[config.mk]
export PLATFORM = sky130hd
export DESIGN_NAME = serdes_gearbox_4to1_flat
export DESIGN_NICKNAME = d
export VERILOG_FILES = /design/src/rtl/gearbox_pkg.sv /design/src/rtl/serdes_gearbox_4to1_if.sv /design/src/rtl/gearbox_phase_fsm.sv /design/src/rtl/serdes_gearbox_4to1.sv /design/src/flat_wrapper.sv
export SDC_FILE = /design/constraint.sdc
export NUM_CORES = 1
export LEC_CHECK = 0
export BUFFER_PORTS_ARGS = -buffer_cell sky130_fd_sc_hd__buf_2
export CAP_MARGIN = 25
export CORE_AREA = 2 2 90 92
export DETAILED_ROUTE_END_ITERATION = 10
export DIE_AREA = 0 0 92 94
export GPL_TIMING_DRIVEN = 1
export PLACE_DENSITY = 0.49
export SLEW_MARGIN = 5
export SYNTH_ARGS = -nofsm -noshare
export SYNTH_HDL_FRONTEND = slang
export SYNTH_SLANG_ARGS = --single-unit
[constraint.sdc]
create_clock -name clk -period 5.05 [get_ports clk]
set_clock_uncertainty 0.05 [all_clocks]
set_input_delay 1.01 -clock clk [delete_from_list [all_inputs] [get_ports clk]]
set_output_delay 1.01 -clock clk [all_outputs]
set_load 0.02 [all_outputs]
[src/rtl/gearbox_pkg.sv]
// Shared types and constants for the 4:1 serdes gearbox.
// Optional error counter is enabled with GEARBOX_ERR_CNT_EN.
package gearbox_pkg;

  localparam int unsigned PH_W      = 2;
  localparam int unsigned LANES     = 4;
  localparam int unsigned CNT_W     = 4;
  localparam int unsigned ERR_CNT_W = 8;

  typedef enum logic [1:0] {
    SEARCH = 2'd0,
    CHECK  = 2'd1,
    LOCK   = 2'd2
  } state_e;

endpackage

[src/rtl/serdes_gearbox_4to1_if.sv]
// Parallel-in / serial-out bus of the 4:1 gearbox; err_cnt exists only
// when GEARBOX_ERR_CNT_EN is defined.
interface serdes_gearbox_4to1_if
  import gearbox_pkg::*;
#(
  parameter int unsigned W = 8
);

  logic                  sync;
  logic [LANES*W-1:0]    din;
  logic [W-1:0]          dout;
  logic                  frame;
  logic                  locked;
  logic                  err;
`ifdef GEARBOX_ERR_CNT_EN
  logic [ERR_CNT_W-1:0]  err_cnt;

  modport master (output sync, din, input dout, frame, locked, err, err_cnt);
  modport slave  (input sync, din, output dout, frame, locked, err, err_cnt);
`else
  modport master (output sync, din, input dout, frame, locked, err);
  modport slave  (input sync, din, output dout, frame, locked, err);
`endif

endinterface

[src/rtl/gearbox_phase_fsm.sv]
// Sync phase counter and SEARCH/CHECK/LOCK state machine of the gearbox.
// Exposes next-cycle phase and lock so the top can register its lane output.
module gearbox_phase_fsm
  import gearbox_pkg::*;
#(
  parameter int unsigned LOCK_CNT = 4
) (
  input  logic                 clk,
  input  logic                 rst_n,
  input  logic                 sync_i,
  output logic [PH_W-1:0]      ph_nxt_c,
  output logic                 lock_nxt_c,
  output logic                 locked_o,
  output logic                 err_o
`ifdef GEARBOX_ERR_CNT_EN
  ,
  output logic [ERR_CNT_W-1:0] err_cnt_o
`endif
);

  localparam logic [PH_W-1:0]  PH_LAST  = PH_W'(LANES - 1);
  localparam logic [CNT_W-1:0] CNT_LAST = CNT_W'(LOCK_CNT - 1);

  state_e            state_q, state_d;
  logic [PH_W-1:0]   ph_q, ph_d;
  logic [CNT_W-1:0]  good_cnt_q, good_cnt_d;
  logic              locked_q, err_q, err_d;
  logic              sync_good, spacing_err;

  assign sync_good   = sync_i && (ph_q == PH_LAST);
  assign spacing_err = sync_i ^ (ph_q == PH_LAST);  // early or missing

  always_ff @(posedge clk or negedge rst_n) begin
    if (!rst_n) begin
      state_q    <= SEARCH;
      ph_q       <= '0;
      good_cnt_q <= '0;
      locked_q   <= 1'b0;
      err_q      <= 1'b0;
    end else begin
      state_q    <= state_d;
      ph_q       <= ph_d;
      good_cnt_q <= good_cnt_d;
      locked_q   <= (state_d == LOCK);
      err_q      <= err_d;
    end
  end

  always_comb begin
    state_d    = state_q;
    good_cnt_d = good_cnt_q;
    err_d      = 1'b0;
    ph_d       = sync_i ? '0 : ph_q + PH_W'(1);
    unique case (state_q)
      SEARCH: begin
        if (sync_i) begin
          state_d    = CHECK;
          good_cnt_d = '0;
        end
      end
      CHECK: begin
        if (spacing_err) begin
          err_d   = 1'b1;
          state_d = SEARCH;
        end else if (sync_good) begin
          if (good_cnt_q == CNT_LAST) state_d = LOCK;
          else                        good_cnt_d = good_cnt_q + CNT_W'(1);
        end
      end
      LOCK: begin
        if (spacing_err) begin
          err_d   = 1'b1;
          state_d = SEARCH;
        end
      end
      default: state_d = SEARCH;
    endcase
  end

  assign ph_nxt_c   = ph_d;
  assign lock_nxt_c = (state_d == LOCK);
  assign locked_o   = locked_q;
  assign err_o      = err_q;

`ifdef GEARBOX_ERR_CNT_EN
  logic [ERR_CNT_W-1:0] err_cnt_q;

  // Saturating count of spacing errors, cleared only by reset.
  always_ff @(posedge clk or negedge rst_n) begin
    if (!rst_n)                         err_cnt_q <= '0;
    else if (err_d && (err_cnt_q != '1)) err_cnt_q <= err_cnt_q + ERR_CNT_W'(1);
  end

  assign err_cnt_o = err_cnt_q;
`endif

endmodule

[src/rtl/serdes_gearbox_4to1.sv]
// 4:1 parallel-to-serial gearbox: captures a word on sync, emits one lane
// per clk while locked. GEARBOX_ERR_CNT_EN adds a saturating error counter.
module serdes_gearbox_4to1
  import gearbox_pkg::*;
#(
  parameter int unsigned W        = 8,
  parameter int unsigned LOCK_CNT = 4,
  parameter logic [W-1:0] IDLE    = {W{1'b0}}
) (
  input  logic                 clk,
  input  logic                 rst_n,
  serdes_gearbox_4to1_if.slave bus
);

  logic [LANES*W-1:0] word_q, word_d;
  logic [W-1:0]       dout_q, dout_d;
  logic               frame_q, frame_d;
  logic [PH_W-1:0]    ph_nxt_c;
  logic               lock_nxt_c;
  logic [W-1:0]       lane_c [LANES];

  gearbox_phase_fsm #(
    .LOCK_CNT (LOCK_CNT)
  ) u_phase_fsm (
    .clk        (clk),
    .rst_n      (rst_n),
    .sync_i     (bus.sync),
    .ph_nxt_c   (ph_nxt_c),
    .lock_nxt_c (lock_nxt_c),
    .locked_o   (bus.locked),
    .err_o      (bus.err)
`ifdef GEARBOX_ERR_CNT_EN
    ,
    .err_cnt_o  (bus.err_cnt)
`endif
  );

  assign word_d = bus.sync ? bus.din : word_q;

  for (genvar g = 0; g < LANES; g++) begin : g_lane
    assign lane_c[g] = word_d[g*W +: W];
  end

  // Output register holds lane[ph] of the current word, so lane0 appears
  // the cycle after its sync.
  always_comb begin
    dout_d  = IDLE;
    frame_d = 1'b0;
    if (lock_nxt_c) begin
      dout_d  = lane_c[ph_nxt_c];
      frame_d = (ph_nxt_c == '0);
    end
  end

  always_ff @(posedge clk or negedge rst_n) begin
    if (!rst_n) begin
      word_q  <= '0;
      dout_q  <= IDLE;
      frame_q <= 1'b0;
    end else begin
      word_q  <= word_d;
      dout_q  <= dout_d;
      frame_q <= frame_d;
    end
  end

  assign bus.dout  = dout_q;
  assign bus.frame = frame_q;

endmodule

[src/flat_wrapper.sv]
// flat-port wrapper written by rule: the top's interface ports become plain ports
module serdes_gearbox_4to1_flat import gearbox_pkg::*;
#(
  parameter int unsigned W        = 8,
  parameter int unsigned LOCK_CNT = 4,
  parameter logic [W-1:0] IDLE    = {W{1'b0}}
)
  (clk, rst_n, bus_sync, bus_din, bus_dout, bus_frame, bus_locked, bus_err);
  serdes_gearbox_4to1_if #(.W(W)) bus_i ();
  input  logic clk;
  input  logic rst_n;
  input wire logic [$bits(bus_i.sync)-1:0] bus_sync;
  input wire logic [$bits(bus_i.din)-1:0] bus_din;
  output wire logic [$bits(bus_i.dout)-1:0] bus_dout;
  output wire logic [$bits(bus_i.frame)-1:0] bus_frame;
  output wire logic [$bits(bus_i.locked)-1:0] bus_locked;
  output wire logic [$bits(bus_i.err)-1:0] bus_err;
  assign bus_i.sync = bus_sync;
  assign bus_i.din = bus_din;
  assign bus_dout = bus_i.dout;
  assign bus_frame = bus_i.frame;
  assign bus_locked = bus_i.locked;
  assign bus_err = bus_i.err;
  serdes_gearbox_4to1 #(.W(W), .LOCK_CNT(LOCK_CNT), .IDLE(IDLE)) u_core (.clk(clk), .rst_n(rst_n), .bus(bus_i));
endmodule
==> flow_summary.ini <==
[place]
gp_congestion = 0.712
dpl_cell_area_um2 = 2620
portBuffers = 45
hpwl_mm = 3.12

[sta]
min_period_over_period_pct = 48.4
final-hold-violation-count = 0
fin_crit_ns = 2.44
rsz0062_at_grt = no
fin_setup_tns_ns = 0
slew_viol_final = 0
relSlewSlack_pct = 56.8
clock.fmax_mhz = 409
tightest_slew_ns = 0.647
finalSetupViolCount = 0

[detailed_routing]
drt-pass1-iter-count = 4
via_per_inst = 4.65
drc = 0
vias = 1475
antenna_left = 0
wirelength_mm = 4.69
drt-wirelength-per-cell_um = 14.8
drt_iter0_drc = 110

[final_layout]
antenna_cells = 0
n_fill_cell = 782
syn_to_final_growth_pct = 18.0
fin_area_um2 = 2730
fin_nets = 256
drive_gt1_share_pct = 43.3

[pwr]
ir_worst_vdd_v = 0.000156
p_leak_nw = 1.28
total_power_uw = 930
p_per_area_nw_per_um2 = 340

[floorplanning]
dieHeight_um = 94
ioPinCount = 46
dieArea_um2 = 8650
core_um2 = 7610
start_util_pct = 30.4
num_rows = 32
die_w_um = 92

[setup_path]
cp_data_required_time_ns = 5.18
r2r_cells = 6
rrSetupSlack_ns = 2.72
path_class = input pin to flop
arrival_ns = 2.57
regToRegEndpoint = u_core.u_phase_fsm.locked_o
worstSetupEndpoint = u_core.bus.dout[7]
critical-path-slowest-cell = buf_4
cp-start-kind = input pin
slowest_delay_ns = 0.49
crit_chain = buf_2 > buf_4 > nand2b_1 > clkinv_2 > o221ai_1 > a21oi_1
crit_path_end_kind = flop
path_max_fanout = 43
startpoint = bus_sync
r2r_start = u_core.u_phase_fsm.ph_q[0]

[clock_network]
cts_max_path_buffers = 2
cts_resized = 0
cts_root_buf = clkbuf_8
cts_buffers = 5
htree_levels = 2
ctsHoldBuffers = 0
insertion_delay_ns = 0.31
cts_setup_buffers = 0
cts_num_sinks = 51
cts_tree = built
clkSlewWorstSetupHoldPaths_ns = 0.10

[grt]
grt_pass1_wl_mm = 7.52
overflow = 0
grt_pass1_vias = 1475
grt_max_degree = 52
antenna_found_initial = 0
grt_use_total_pct = 11.3

[hold_path]
hold_class = flop to flop
hold_start = u_core.word_q[4]

[logic_synthesis]
yosys_warnings = 0
syn_area_um2 = 2320
postSynthCellCount = 168
yosysSeqAreaShare_pct = 55.1
avgSynthCellArea_um2 = 13.8
synth.distinct_cells = 33
yosys.area.top_type = dfrtp_1
synth-seq-cells = 51
synth_top_cell_area_share_pct = 55.1
ys_top_cells_by_area = dfrtp_1, mux2_2, mux2_4, ha_1, o221ai_1
syn_nets = 210

[run]
cap_violations = 0

[status]
run_status = completed
[how the worst min path moves through the flow]
stage                             end  cells after the start
finish               u_core.word_q[4]                      1
detailed placement   u_core.word_q[1]                      1
floorplan           u_core.word_q[16]                      1
global placement     u_core.word_q[4]                      1
global route         u_core.word_q[1]                      1
CTS                  u_core.word_q[4]                      1
[cell usage in the layout (no fill, tap or decap), types with 2 or more instances in the layout]
cell type	instances
and3b_1	2
mux2_4	11
clkbuf_8	5
a31oi_1	2
nand2_1	2
and2_1	2
nor2_1	2
or3_1	8
buf_4	2
o211ai_1	8
mux2i_1	2
dfrtp_1	51
nand2b_1	4
mux2_2	21
inv_1	6
a21oi_1	10
o221ai_1	7
o21ai_0	2
buf_2	45
ha_1	7
[final cells by class]
cell class	count	area, µm²	share of cell area, %
flip-flops and latches	51	1280	46.7
multi-input cells	102	951	34.8
repair buffers	47	240	8.79
clock inverters	2	38.8	1.42
inverters	7	27.5	1.01
well taps	102	128	4.67
clock buffers	6	72.6	2.65
[synthesized netlist by cell type]
cell type,instances
o21ai_0,2
nand2_1,2
mux2_4,11
inv_1,6
or3_1,8
a21oi_1,10
a31oi_1,2
a21oi_2,1
o21bai_1,1
buf_4,1
a41oi_1,1
o211a_1,1
clkinv_2,1
buf_2,4
mux2i_1,2
nor2_1,2
nand2b_1,4
nor3_2,1
mux2_2,21
o221ai_2,1
and2b_1,1
nand3_1,1
buf_6,3
and3b_1,2
o211ai_1,8
and2_1,2
ha_1,7
o221ai_1,7
nor3b_2,1
nor2_4,1
a311o_1,1
dfrtp_1,51
o211ai_4,1
[sequential cells by signal (all words and copies together) (netlist names)]
name and flops:
u_core.u_phase_fsm.locked_o 1, u_core.bus.dout 8, u_core.u_phase_fsm.good_cnt_q 4, u_core.u_phase_fsm.state_q 2, u_core.u_phase_fsm.err_o 1, u_core.u_phase_fsm.ph_q 2, u_core.word_q 32, u_core.bus.frame 1
[cell families after synthesis]
kind of cell | synth area share (%)
flip-flops | 55.1
AO/OA/AOI/OAI | 11.9
multiplexers | 18.2
AND/OR/NAND/NOR | 7.19
buffers and inverters | 3.84
adder cells (fa/ha/maj) | 3.78
[critical path: cells and delay by family]
| family | cells | cell delay (ns) |
|---|---|---|
| buffers and inverters | 3 | 0.90 |
| AND/OR/NAND/NOR | 1 | 0.43 |
| AO/OA/AOI/OAI | 2 | 0.23 |
[metrics by stage]
step | util [%] | setup slack (ns) | hold slack [ns] | cells
global placement | 34.5 | 2.28 | 0.427 | 309
CTS | 35.9 | 2.57 | 0.456 | 317
detailed placement | 34.5 | 2.25 | 0.433 | 309
finish | 35.9 | 2.61 | 0.454 | 317
global route | 35.9 | 2.43 | 0.467 | 317
floorplan | - | 2.82 | 0.418 | 168
[power breakdown]
| part | total [mW] | switching (mW) | internal, mW |
|---|---|---|---|
| Combinational | 0.169 | 0.0901 | 0.0786 |
| Sequential | 0.468 | 0.0226 | 0.445 |
| Clock | 0.294 | 0.144 | 0.150 |
| Total | 0.930 | 0.256 | 0.674 |
[layer usage]
layer	track usage (%)	vias up	share of wire, %
li1	-	704	-
met1	15.9	726	48
met2	17.0	39	47
met3	3.37	6	4.6
met4	2.99	0	0.94
met5	0	-	0
Power figures use the tool's default switching activity.
